$ cat src/rtl/dcache_if.sv
// Bundle of the data-cache controller's core, array and memory signals.
// The controller takes the slave view; the core/array/memory environment takes the master view.
interface dcache_if #(
  parameter int double_word_offset_width = 3,
  parameter int line_width               = 6
);
  localparam int tag_width  = 32 - double_word_offset_width - 3 - line_width;
  localparam int block_size = 1 << double_word_offset_width;
  localparam int block_bits = 64 << double_word_offset_width;

  // Core request/response
  logic                  req_valid;
  logic                  req_ready;
  logic [31:0]           req_address;
  logic                  req_is_store;
  logic [63:0]           req_wdata;
  logic                  resp_valid;
  logic                  resp_ready;
  logic [63:0]           resp_data;

  // Register array
  logic [31:0]           array_address;
  logic [63:0]           array_data;
  logic [tag_width-1:0]  array_tag;
  logic                  array_tag_valid;
  logic                  array_reset;
  logic                  array_write_in;
  logic [line_width-1:0] array_write_line_index;
  logic [block_bits-1:0] array_write_block;
  logic [tag_width-1:0]  array_write_tag;
  logic [block_size-1:0] array_write_mask;

  // Memory interconnect
  logic                  mem_rd_valid;
  logic                  mem_rd_ready;
  logic [31:0]           mem_rd_addr;
  logic                  mem_rd_resp_valid;
  logic [block_bits-1:0] mem_rd_resp_block;
  logic                  mem_wr_valid;
  logic                  mem_wr_ready;
  logic [31:0]           mem_wr_addr;
  logic [63:0]           mem_wr_data;

  modport slave (
    input  req_valid, req_address, req_is_store, req_wdata, resp_ready,
    output req_ready, resp_valid, resp_data,
    input  array_data, array_tag, array_tag_valid,
    output array_address, array_reset, array_write_in, array_write_line_index,
    output array_write_block, array_write_tag, array_write_mask,
    input  mem_rd_ready, mem_rd_resp_valid, mem_rd_resp_block, mem_wr_ready,
    output mem_rd_valid, mem_rd_addr, mem_wr_valid, mem_wr_addr, mem_wr_data
  );

  modport master (
    output req_valid, req_address, req_is_store, req_wdata, resp_ready,
    input  req_ready, resp_valid, resp_data,
    output array_data, array_tag, array_tag_valid,
    input  array_address, array_reset, array_write_in, array_write_line_index,
    input  array_write_block, array_write_tag, array_write_mask,
    output mem_rd_ready, mem_rd_resp_valid, mem_rd_resp_block, mem_wr_ready,
    input  mem_rd_valid, mem_rd_addr, mem_wr_valid, mem_wr_addr, mem_wr_data
  );
endinterface

$ cat src/rtl/dcache_controller.sv
// Write-through, no-write-allocate data-cache sequencer: one request at a time,
// load misses refill a whole block, stores go straight to memory.
module dcache_controller #(
  parameter int double_word_offset_width = 3,
  parameter int line_width               = 6
) (
  input  logic       clock,
  input  logic       reset_n,
  dcache_if.slave    bus,
  output logic [2:0] dbg_state_o
);
  localparam int DWO    = double_word_offset_width;
  localparam int LW     = line_width;
  localparam int TAG_W  = 32 - DWO - 3 - LW;
  localparam int BS     = 1 << DWO;
  localparam int BB     = 64 << DWO;

  // Handshakes: a transfer happens on a rising edge where valid && ready; the
  // source raises valid without looking at ready and holds valid and payload
  // unchanged until that edge.
  typedef enum logic [2:0] {
    S_INIT      = 3'd0,
    S_IDLE      = 3'd1,
    S_LOOKUP    = 3'd2,
    S_MISS_REQ  = 3'd3,
    S_MISS_WAIT = 3'd4,
    S_STORE_REQ = 3'd5,
    S_RESP      = 3'd6
  } state_e;

  state_e      state_q, state_d;
  logic [28:0] addr_q, addr_d;       // double-word address, byte bits dropped
  logic        is_store_q, is_store_d;
  logic [63:0] wdata_q, wdata_d;
  logic [63:0] resp_data_q, resp_data_d;

  logic [DWO-1:0]   offset_q;
  logic [LW-1:0]    line_q;
  logic [TAG_W-1:0] tag_q;
  logic             hit;

  assign offset_q = addr_q[DWO-1:0];
  assign line_q   = addr_q[LW+DWO-1:DWO];
  assign tag_q    = addr_q[28 -: TAG_W];
  assign hit      = bus.array_tag_valid && (bus.array_tag == tag_q);

  always_ff @(posedge clock or negedge reset_n) begin
    if (!reset_n) begin
      state_q <= S_INIT;
    end else begin
      state_q <= state_d;
    end
  end

  always_ff @(posedge clock or negedge reset_n) begin
    if (!reset_n) begin
      addr_q      <= '0;
      is_store_q  <= 1'b0;
      wdata_q     <= '0;
      resp_data_q <= '0;
    end else begin
      addr_q      <= addr_d;
      is_store_q  <= is_store_d;
      wdata_q     <= wdata_d;
      resp_data_q <= resp_data_d;
    end
  end

  always_comb begin
    state_d     = state_q;
    addr_d      = addr_q;
    is_store_d  = is_store_q;
    wdata_d     = wdata_q;
    resp_data_d = resp_data_q;
    case (state_q)
      S_INIT: state_d = S_IDLE;
      S_IDLE: begin
        if (bus.req_valid) begin
          addr_d     = bus.req_address[31:3];
          is_store_d = bus.req_is_store;
          wdata_d    = bus.req_wdata;
          state_d    = S_LOOKUP;
        end
      end
      S_LOOKUP: begin
        if (is_store_q) begin
          state_d = S_STORE_REQ;
        end else if (hit) begin
          resp_data_d = bus.array_data;
          state_d     = S_RESP;
        end else begin
          state_d = S_MISS_REQ;
        end
      end
      S_MISS_REQ: begin
        if (bus.mem_rd_ready) state_d = S_MISS_WAIT;
      end
      S_MISS_WAIT: begin
        if (bus.mem_rd_resp_valid) begin
          resp_data_d = bus.mem_rd_resp_block[64*offset_q +: 64];
          state_d     = S_RESP;
        end
      end
      S_STORE_REQ: begin
        if (bus.mem_wr_ready) begin
          resp_data_d = '0;
          state_d     = S_RESP;
        end
      end
      S_RESP: begin
        if (bus.resp_ready) state_d = S_IDLE;
      end
      default: state_d = S_INIT;
    endcase
  end

  always_comb begin
    bus.req_ready         = 1'b0;
    bus.resp_valid        = 1'b0;
    bus.array_reset       = 1'b0;
    bus.mem_rd_valid      = 1'b0;
    bus.mem_wr_valid      = 1'b0;
    bus.array_write_in    = 1'b0;
    bus.array_write_mask  = '0;
    bus.array_write_block = '0;
    case (state_q)
      S_INIT:      bus.array_reset  = 1'b1;
      S_IDLE:      bus.req_ready    = 1'b1;
      S_LOOKUP: begin
        // Store hit keeps the cached copy coherent with the write-through.
        if (is_store_q && hit) begin
          bus.array_write_in    = 1'b1;
          bus.array_write_mask  = BS'(1) << offset_q;
          bus.array_write_block = {BS{wdata_q}};
        end
      end
      S_MISS_REQ:  bus.mem_rd_valid = 1'b1;
      S_MISS_WAIT: begin
        if (bus.mem_rd_resp_valid) begin
          bus.array_write_in    = 1'b1;
          bus.array_write_mask  = '1;
          bus.array_write_block = bus.mem_rd_resp_block;
        end
      end
      S_STORE_REQ: bus.mem_wr_valid = 1'b1;
      S_RESP:      bus.resp_valid   = 1'b1;
      default:     bus.array_reset  = 1'b1;
    endcase
  end

  assign bus.array_address          = (state_q == S_IDLE) ? bus.req_address : {addr_q, 3'b000};
  assign bus.resp_data              = resp_data_q;
  assign bus.array_write_line_index = line_q;
  assign bus.array_write_tag        = tag_q;
  assign bus.mem_rd_addr            = {addr_q[28:DWO], {(DWO+3){1'b0}}};
  assign bus.mem_wr_addr            = {addr_q, 3'b000};
  assign bus.mem_wr_data            = wdata_q;
  assign dbg_state_o                = state_q;

  logic unused_bb;
  assign unused_bb = (BB == 0);
endmodule
$ cat src/flat_wrapper.sv
// flat-port wrapper written by rule: the top's interface ports become plain ports
module dcache_controller_flat 
#(
  parameter int double_word_offset_width = 3,
  parameter int line_width               = 6
)
  (clock, reset_n, dbg_state_o, bus_req_valid, bus_req_address, bus_req_is_store, bus_req_wdata, bus_resp_ready, bus_req_ready, bus_resp_valid, bus_resp_data, bus_array_data, bus_array_tag, bus_array_tag_valid, bus_array_address, bus_array_reset, bus_array_write_in, bus_array_write_line_index, bus_array_write_block, bus_array_write_tag, bus_array_write_mask, bus_mem_rd_ready, bus_mem_rd_resp_valid, bus_mem_rd_resp_block, bus_mem_wr_ready, bus_mem_rd_valid, bus_mem_rd_addr, bus_mem_wr_valid, bus_mem_wr_addr, bus_mem_wr_data);
  dcache_if #(.double_word_offset_width(double_word_offset_width), .line_width(line_width)) bus_i ();
  input  logic clock;
  input  logic reset_n;
  output logic [2:0] dbg_state_o;
  input wire logic [$bits(bus_i.req_valid)-1:0] bus_req_valid;
  input wire logic [$bits(bus_i.req_address)-1:0] bus_req_address;
  input wire logic [$bits(bus_i.req_is_store)-1:0] bus_req_is_store;
  input wire logic [$bits(bus_i.req_wdata)-1:0] bus_req_wdata;
  input wire logic [$bits(bus_i.resp_ready)-1:0] bus_resp_ready;
  output wire logic [$bits(bus_i.req_ready)-1:0] bus_req_ready;
  output wire logic [$bits(bus_i.resp_valid)-1:0] bus_resp_valid;
  output wire logic [$bits(bus_i.resp_data)-1:0] bus_resp_data;
  input wire logic [$bits(bus_i.array_data)-1:0] bus_array_data;
  input wire logic [$bits(bus_i.array_tag)-1:0] bus_array_tag;
  input wire logic [$bits(bus_i.array_tag_valid)-1:0] bus_array_tag_valid;
  output wire logic [$bits(bus_i.array_address)-1:0] bus_array_address;
  output wire logic [$bits(bus_i.array_reset)-1:0] bus_array_reset;
  output wire logic [$bits(bus_i.array_write_in)-1:0] bus_array_write_in;
  output wire logic [$bits(bus_i.array_write_line_index)-1:0] bus_array_write_line_index;
  output wire logic [$bits(bus_i.array_write_block)-1:0] bus_array_write_block;
  output wire logic [$bits(bus_i.array_write_tag)-1:0] bus_array_write_tag;
  output wire logic [$bits(bus_i.array_write_mask)-1:0] bus_array_write_mask;
  input wire logic [$bits(bus_i.mem_rd_ready)-1:0] bus_mem_rd_ready;
  input wire logic [$bits(bus_i.mem_rd_resp_valid)-1:0] bus_mem_rd_resp_valid;
  input wire logic [$bits(bus_i.mem_rd_resp_block)-1:0] bus_mem_rd_resp_block;
  input wire logic [$bits(bus_i.mem_wr_ready)-1:0] bus_mem_wr_ready;
  output wire logic [$bits(bus_i.mem_rd_valid)-1:0] bus_mem_rd_valid;
  output wire logic [$bits(bus_i.mem_rd_addr)-1:0] bus_mem_rd_addr;
  output wire logic [$bits(bus_i.mem_wr_valid)-1:0] bus_mem_wr_valid;
  output wire logic [$bits(bus_i.mem_wr_addr)-1:0] bus_mem_wr_addr;
  output wire logic [$bits(bus_i.mem_wr_data)-1:0] bus_mem_wr_data;
  assign bus_i.req_valid = bus_req_valid;
  assign bus_i.req_address = bus_req_address;
  assign bus_i.req_is_store = bus_req_is_store;
  assign bus_i.req_wdata = bus_req_wdata;
  assign bus_i.resp_ready = bus_resp_ready;
  assign bus_req_ready = bus_i.req_ready;
  assign bus_resp_valid = bus_i.resp_valid;
  assign bus_resp_data = bus_i.resp_data;
  assign bus_i.array_data = bus_array_data;
  assign bus_i.array_tag = bus_array_tag;
  assign bus_i.array_tag_valid = bus_array_tag_valid;
  assign bus_array_address = bus_i.array_address;
  assign bus_array_reset = bus_i.array_reset;
  assign bus_array_write_in = bus_i.array_write_in;
  assign bus_array_write_line_index = bus_i.array_write_line_index;
  assign bus_array_write_block = bus_i.array_write_block;
  assign bus_array_write_tag = bus_i.array_write_tag;
  assign bus_array_write_mask = bus_i.array_write_mask;
  assign bus_i.mem_rd_ready = bus_mem_rd_ready;
  assign bus_i.mem_rd_resp_valid = bus_mem_rd_resp_valid;
  assign bus_i.mem_rd_resp_block = bus_mem_rd_resp_block;
  assign bus_i.mem_wr_ready = bus_mem_wr_ready;
  assign bus_mem_rd_valid = bus_i.mem_rd_valid;
  assign bus_mem_rd_addr = bus_i.mem_rd_addr;
  assign bus_mem_wr_valid = bus_i.mem_wr_valid;
  assign bus_mem_wr_addr = bus_i.mem_wr_addr;
  assign bus_mem_wr_data = bus_i.mem_wr_data;
  dcache_controller #(.double_word_offset_width(double_word_offset_width), .line_width(line_width)) u_core (.clock(clock), .reset_n(reset_n), .bus(bus_i), .dbg_state_o(dbg_state_o));
endmodule
$ cat config.mk
export PLATFORM = sky130hd
export DESIGN_NAME = dcache_controller_flat
export DESIGN_NICKNAME = d
export VERILOG_FILES = /design/src/rtl/dcache_if.sv /design/src/rtl/dcache_controller.sv /design/src/flat_wrapper.sv
export SDC_FILE = /design/constraint.sdc
export NUM_CORES = 1
export LEC_CHECK = 0
export BUFFER_PORTS_ARGS = -buffer_cell sky130_fd_sc_hd__buf_2
export CAP_MARGIN = 20
export CORE_AREA = 2 2 573 575
export DETAILED_ROUTE_END_ITERATION = 7
export DIE_AREA = 0 0 575 577
export PLACE_DENSITY = 0.32
export SYNTH_ARGS = -nofsm -noshare
export SYNTH_HDL_FRONTEND = slang
export SYNTH_SLANG_ARGS = --single-unit
$ cat constraint.sdc
create_clock -name clock -period 3.55 [get_ports clock]
set_input_delay 0.71 -clock clock [delete_from_list [all_inputs] [get_ports clock]]
set_output_delay 0.71 -clock clock [all_outputs]
set_load 0.05 [all_outputs]
==> metrics.md <==
| Metric | Value |
|---|---|
| Status | `complete, but fails checks` |
| Failing checks | `negative setup slack` |
| Mapped Cells | `1803` |
| Vias/cell | `3.380` |
| Flop pwr share | `17.3%` |
| Power density over cell area | `781.7 mW/mm^2` |
| Crit start category | `flip-flop` |
| Clock buffer depth | `3` |
| Post-synthesis register bit count | `161` |
| Starting density of the core | `5.245%` |
| Crit Path Max Fanout | `8` |
| CP Capture Type | `output port` |
| ANT nets after route | `0` |
| DP Cell Count | `7467` |
| Die area | `0.3318 mm^2` |
| Post-synth ARST share | `100.0%` |
| Combinational Power Share | `74.7%` |
| Final period util | `113.2%` |
| Largest net degree at the start of global routing | `64` |
| YS warnings | `0` |
| Worst setup margin | `-469.9 ps` |
| # DRC | `0` |
| Cell Area, Synth | `0.01709 mm^2` |
| Drt wl/cell | `38.90 um` |
| Leakage | `18.37 nW` |
| VDD IR max | `0.7466 mV` |
| First-pass GRT wire length | `358.7 mm` |
| TNS Setup | `-184120 ps` |
| Finished Layout Cells | `7750` |
| Worst-Skew Late Latency | `580 ps` |
| Cell-internal power | `12.09 mW` |
| Drt first pass iters | `5` |
| Initial antenna violation count | `362` |
| Post-Route Skew | `37.75 ps` |
| Detail Placement HPWL | `260.1 mm` |
| Setup CP Type | `flip-flop to output port` |
| Post-synth cell types | `41` |
| Average size of a mapped cell | `9.477 um^2` |
| Floorplan core area | `0.3258 mm^2` |
| Placer Congestion | `0.9509` |
| Number of port buffers | `1470` |
| Clock power share | `8.0%` |
| Minimum clock period | `4020 ps` |
| Io pins | `1480` |
| TritonCTS clock tree | `yes` |
| Post-synth top flop | `dfrtp_1` |
| Crit path arrival time | `3310 ps` |
| Hold crit path type | `primary input to async pin` |
| Total number of vias | `26200` |
| Seq/Total Area, Yosys | `23.58%` |
| CTS Root Cell | `clkbuf_16` |
| RSZ-0062 raised after global routing | `true` |
| Vias in the first global route | `24970` |
| Clock sinks | `161` |
| Cts bufs inserted | `21` |
| Sw Ratio | `63.62%` |
| Final Total Pwr | `33.23 mW` |
| Nets | `3947` |
| Post-synth EDFFs | `0` |
| Row count | `210` |
| Final setup fails | `521` |
| Die Height | `577 um` |
| DIE WIDTH | `575 um` |
| GRT Util Overall | `17.37%` |
| Synthesis-to-finish area growth | `148.8%` |
| Detailed Route WL | `301.5 mm` |
| Max-slew violation total from the final report | `0` |
| Worst path required time | `2840 ps` |
| Overflow after GRT | `0` |
| Slew at the pin closest to its max-slew limit | `1018 ps` |
| Worst slack, placed | `-839.3 ps` |
| Total net switching power | `21.14 mW` |
| Final Hold Fails | `0` |
| Share of post-route cells with drive strength above 1 | `69.90%` |
| MaxCap Viol Count | `0` |
| Fmax | `0.2488 GHz` |
| Initial drt markers | `2231` |
| Max-slew headroom | `32.11%` |
| Clk slew on worst S/H paths | `100 ps` |
| H-tree depth | `4` |
-- cell usage in the layout (no fill, tap or decap), types with 6 or more instances in the layout --
master / instances
mux2i_1: 256
a22oi_1: 64
buf_8: 51
buf_6: 192
buf_2: 948
nand2_1: 70
diode_2: 148
buf_12: 410
mux2_2: 182
clkbuf_16: 29
a22o_4: 288
dfrtp_1: 160
conb_1: 9
buf_16: 35
nor2_1: 6
xor2_1: 9
a32o_1: 64
xnor2_1: 6
a22o_1: 225
a21oi_1: 66
buf_4: 103
-- cell families after synthesis --
group	share of synthesized area, %
mux	27.32
flops	23.58
compound gates	35.58
xor+xnor	0.9226
other cells	0.02195
buf+inv	9.519
simple gates	3.061
-- metal layers --
| metal | share of wire [%] | track usage [%] | up-vias |
|---|---|---|---|
| li1 | - | - | 10230 |
| met1 | 38 | 19.18 | 12910 |
| met2 | 43 | 26.67 | 2066 |
| met3 | 15 | 11.66 | 732 |
| met4 | 3.9 | 5.415 | 260 |
| met5 | 0.57 | 0 | - |
-- sequential cells by signal (all words and copies together), names as in the netlist --
register and flops:
u_core.addr_q 29, u_core.bus.mem_wr_data 64, u_core.is_store_q 1, u_core.dbg_state_o 3, u_core.bus.resp_data 64
-- power groups by stage --
stage / clock [mW] / combinational (mW) / sequential (mW)
finish: 2.67 / 24.8 / 5.74
global route: 2.84 / 25.5 / 5.89
CTS: 2.83 / 24.8 / 5.66
global placement: 0 / 24.0 / 5.40
floorplan: 0 / 11.6 / 6.62
detailed placement: 0 / 23.9 / 5.43
-- path summary, 6_finish.rpt --
path                                                startpoint                                      to  slack [ps]  depth (start not counted)
min in group clock                            bus_req_wdata[5]   u_core.bus.mem_wr_data[5]$_DFFE_PN0P_         330                          2
min                                                    reset_n   u_core.bus.mem_wr_data[7]$_DFFE_PN0P_          80                          1
max in group asynchronous                              reset_n  u_core.bus.mem_wr_data[50]$_DFFE_PN0P_        2500                          2
max reg2reg                      u_core.addr_q[28]$_DFFE_PN0P_    u_core.bus.resp_data[19]$_DFFE_PN0P_         620                         10
max                              u_core.addr_q[28]$_DFFE_PN0P_              bus_array_write_block[185]        -470                         13
min reg2reg                u_core.bus.resp_data[3]$_DFFE_PN0P_     u_core.bus.resp_data[3]$_DFFE_PN0P_         500                          1
-- synth_stat cells, types with 6 or more instances --
cell type | instances | area share, %
mux2i_1 | 256 | 15
xnor2_1 | 8 | 0.41
xor2_1 | 10 | 0.51
mux2_2 | 182 | 12
clkbuf_1 | 122 | 2.7
buf_1 | 89 | 2.0
a22oi_1 | 64 | 2.8
nor2_1 | 7 | 0.15
o21ai_0 | 6 | 0.18
nand2_1 | 71 | 1.6
buf_2 | 57 | 1.7
dfrtp_1 | 161 | 24
buf_4 | 61 | 2.7
a22o_1 | 513 | 26
buf_6 | 6 | 0.40
a21oi_1 | 66 | 1.9
a32o_1 | 64 | 3.7
-- critical path, cell delays in order (launching register included) --
cell and delay [ps]:
dfrtp_1 430, xnor2_1 180, buf_4 140, nand4_1 80, or4_4 470, nor3_4 260
buf_6 150, buf_16 170, buf_12 150, buf_12 140, buf_6 110, buf_8 100
a22o_1 160, buf_6 170
-- area by class of cell --
| class | count | area (um^2) |
|---|---|---|
| Multi-Input combinational cell | 1309 | 14140 |
| Timing Repair Buffer | 1748 | 17820 |
| Tap cell | 4346 | 5438 |
| Clock inverter | 12 | 161.4 |
| Inverter | 5 | 18.77 |
| Antenna cell | 148 | 370.4 |
| Clock buffer | 21 | 525.5 |
| Fill cell | 37170 | 283300 |
| Sequential cell | 161 | 4033 |
-- per-stage QoR --
step / util (%) / area, um^2 / hold slack [ps]
2_1_floorplan: - / 17120 / 414.4
3_3_place_gp: 10.79 / 35150 / 473.4
3_5_place_dp: 10.79 / 35150 / 478.1
4_1_cts: 12.75 / 41550 / 111.3
5_1_grt: 12.98 / 42300 / 116.7
6_report: 13.05 / 42510 / 83.70
-- timing repair --
item,4_1_cts,5_1_grt
cloned,52,8
hold buffers,0,0
setup endpoints to repair,521,521
setup buffers,58,30
hold endpoints to repair,0,0
gates resized for setup,795,179
pin swaps,17,26
Note: power is estimated with default switching activity, not from simulation.
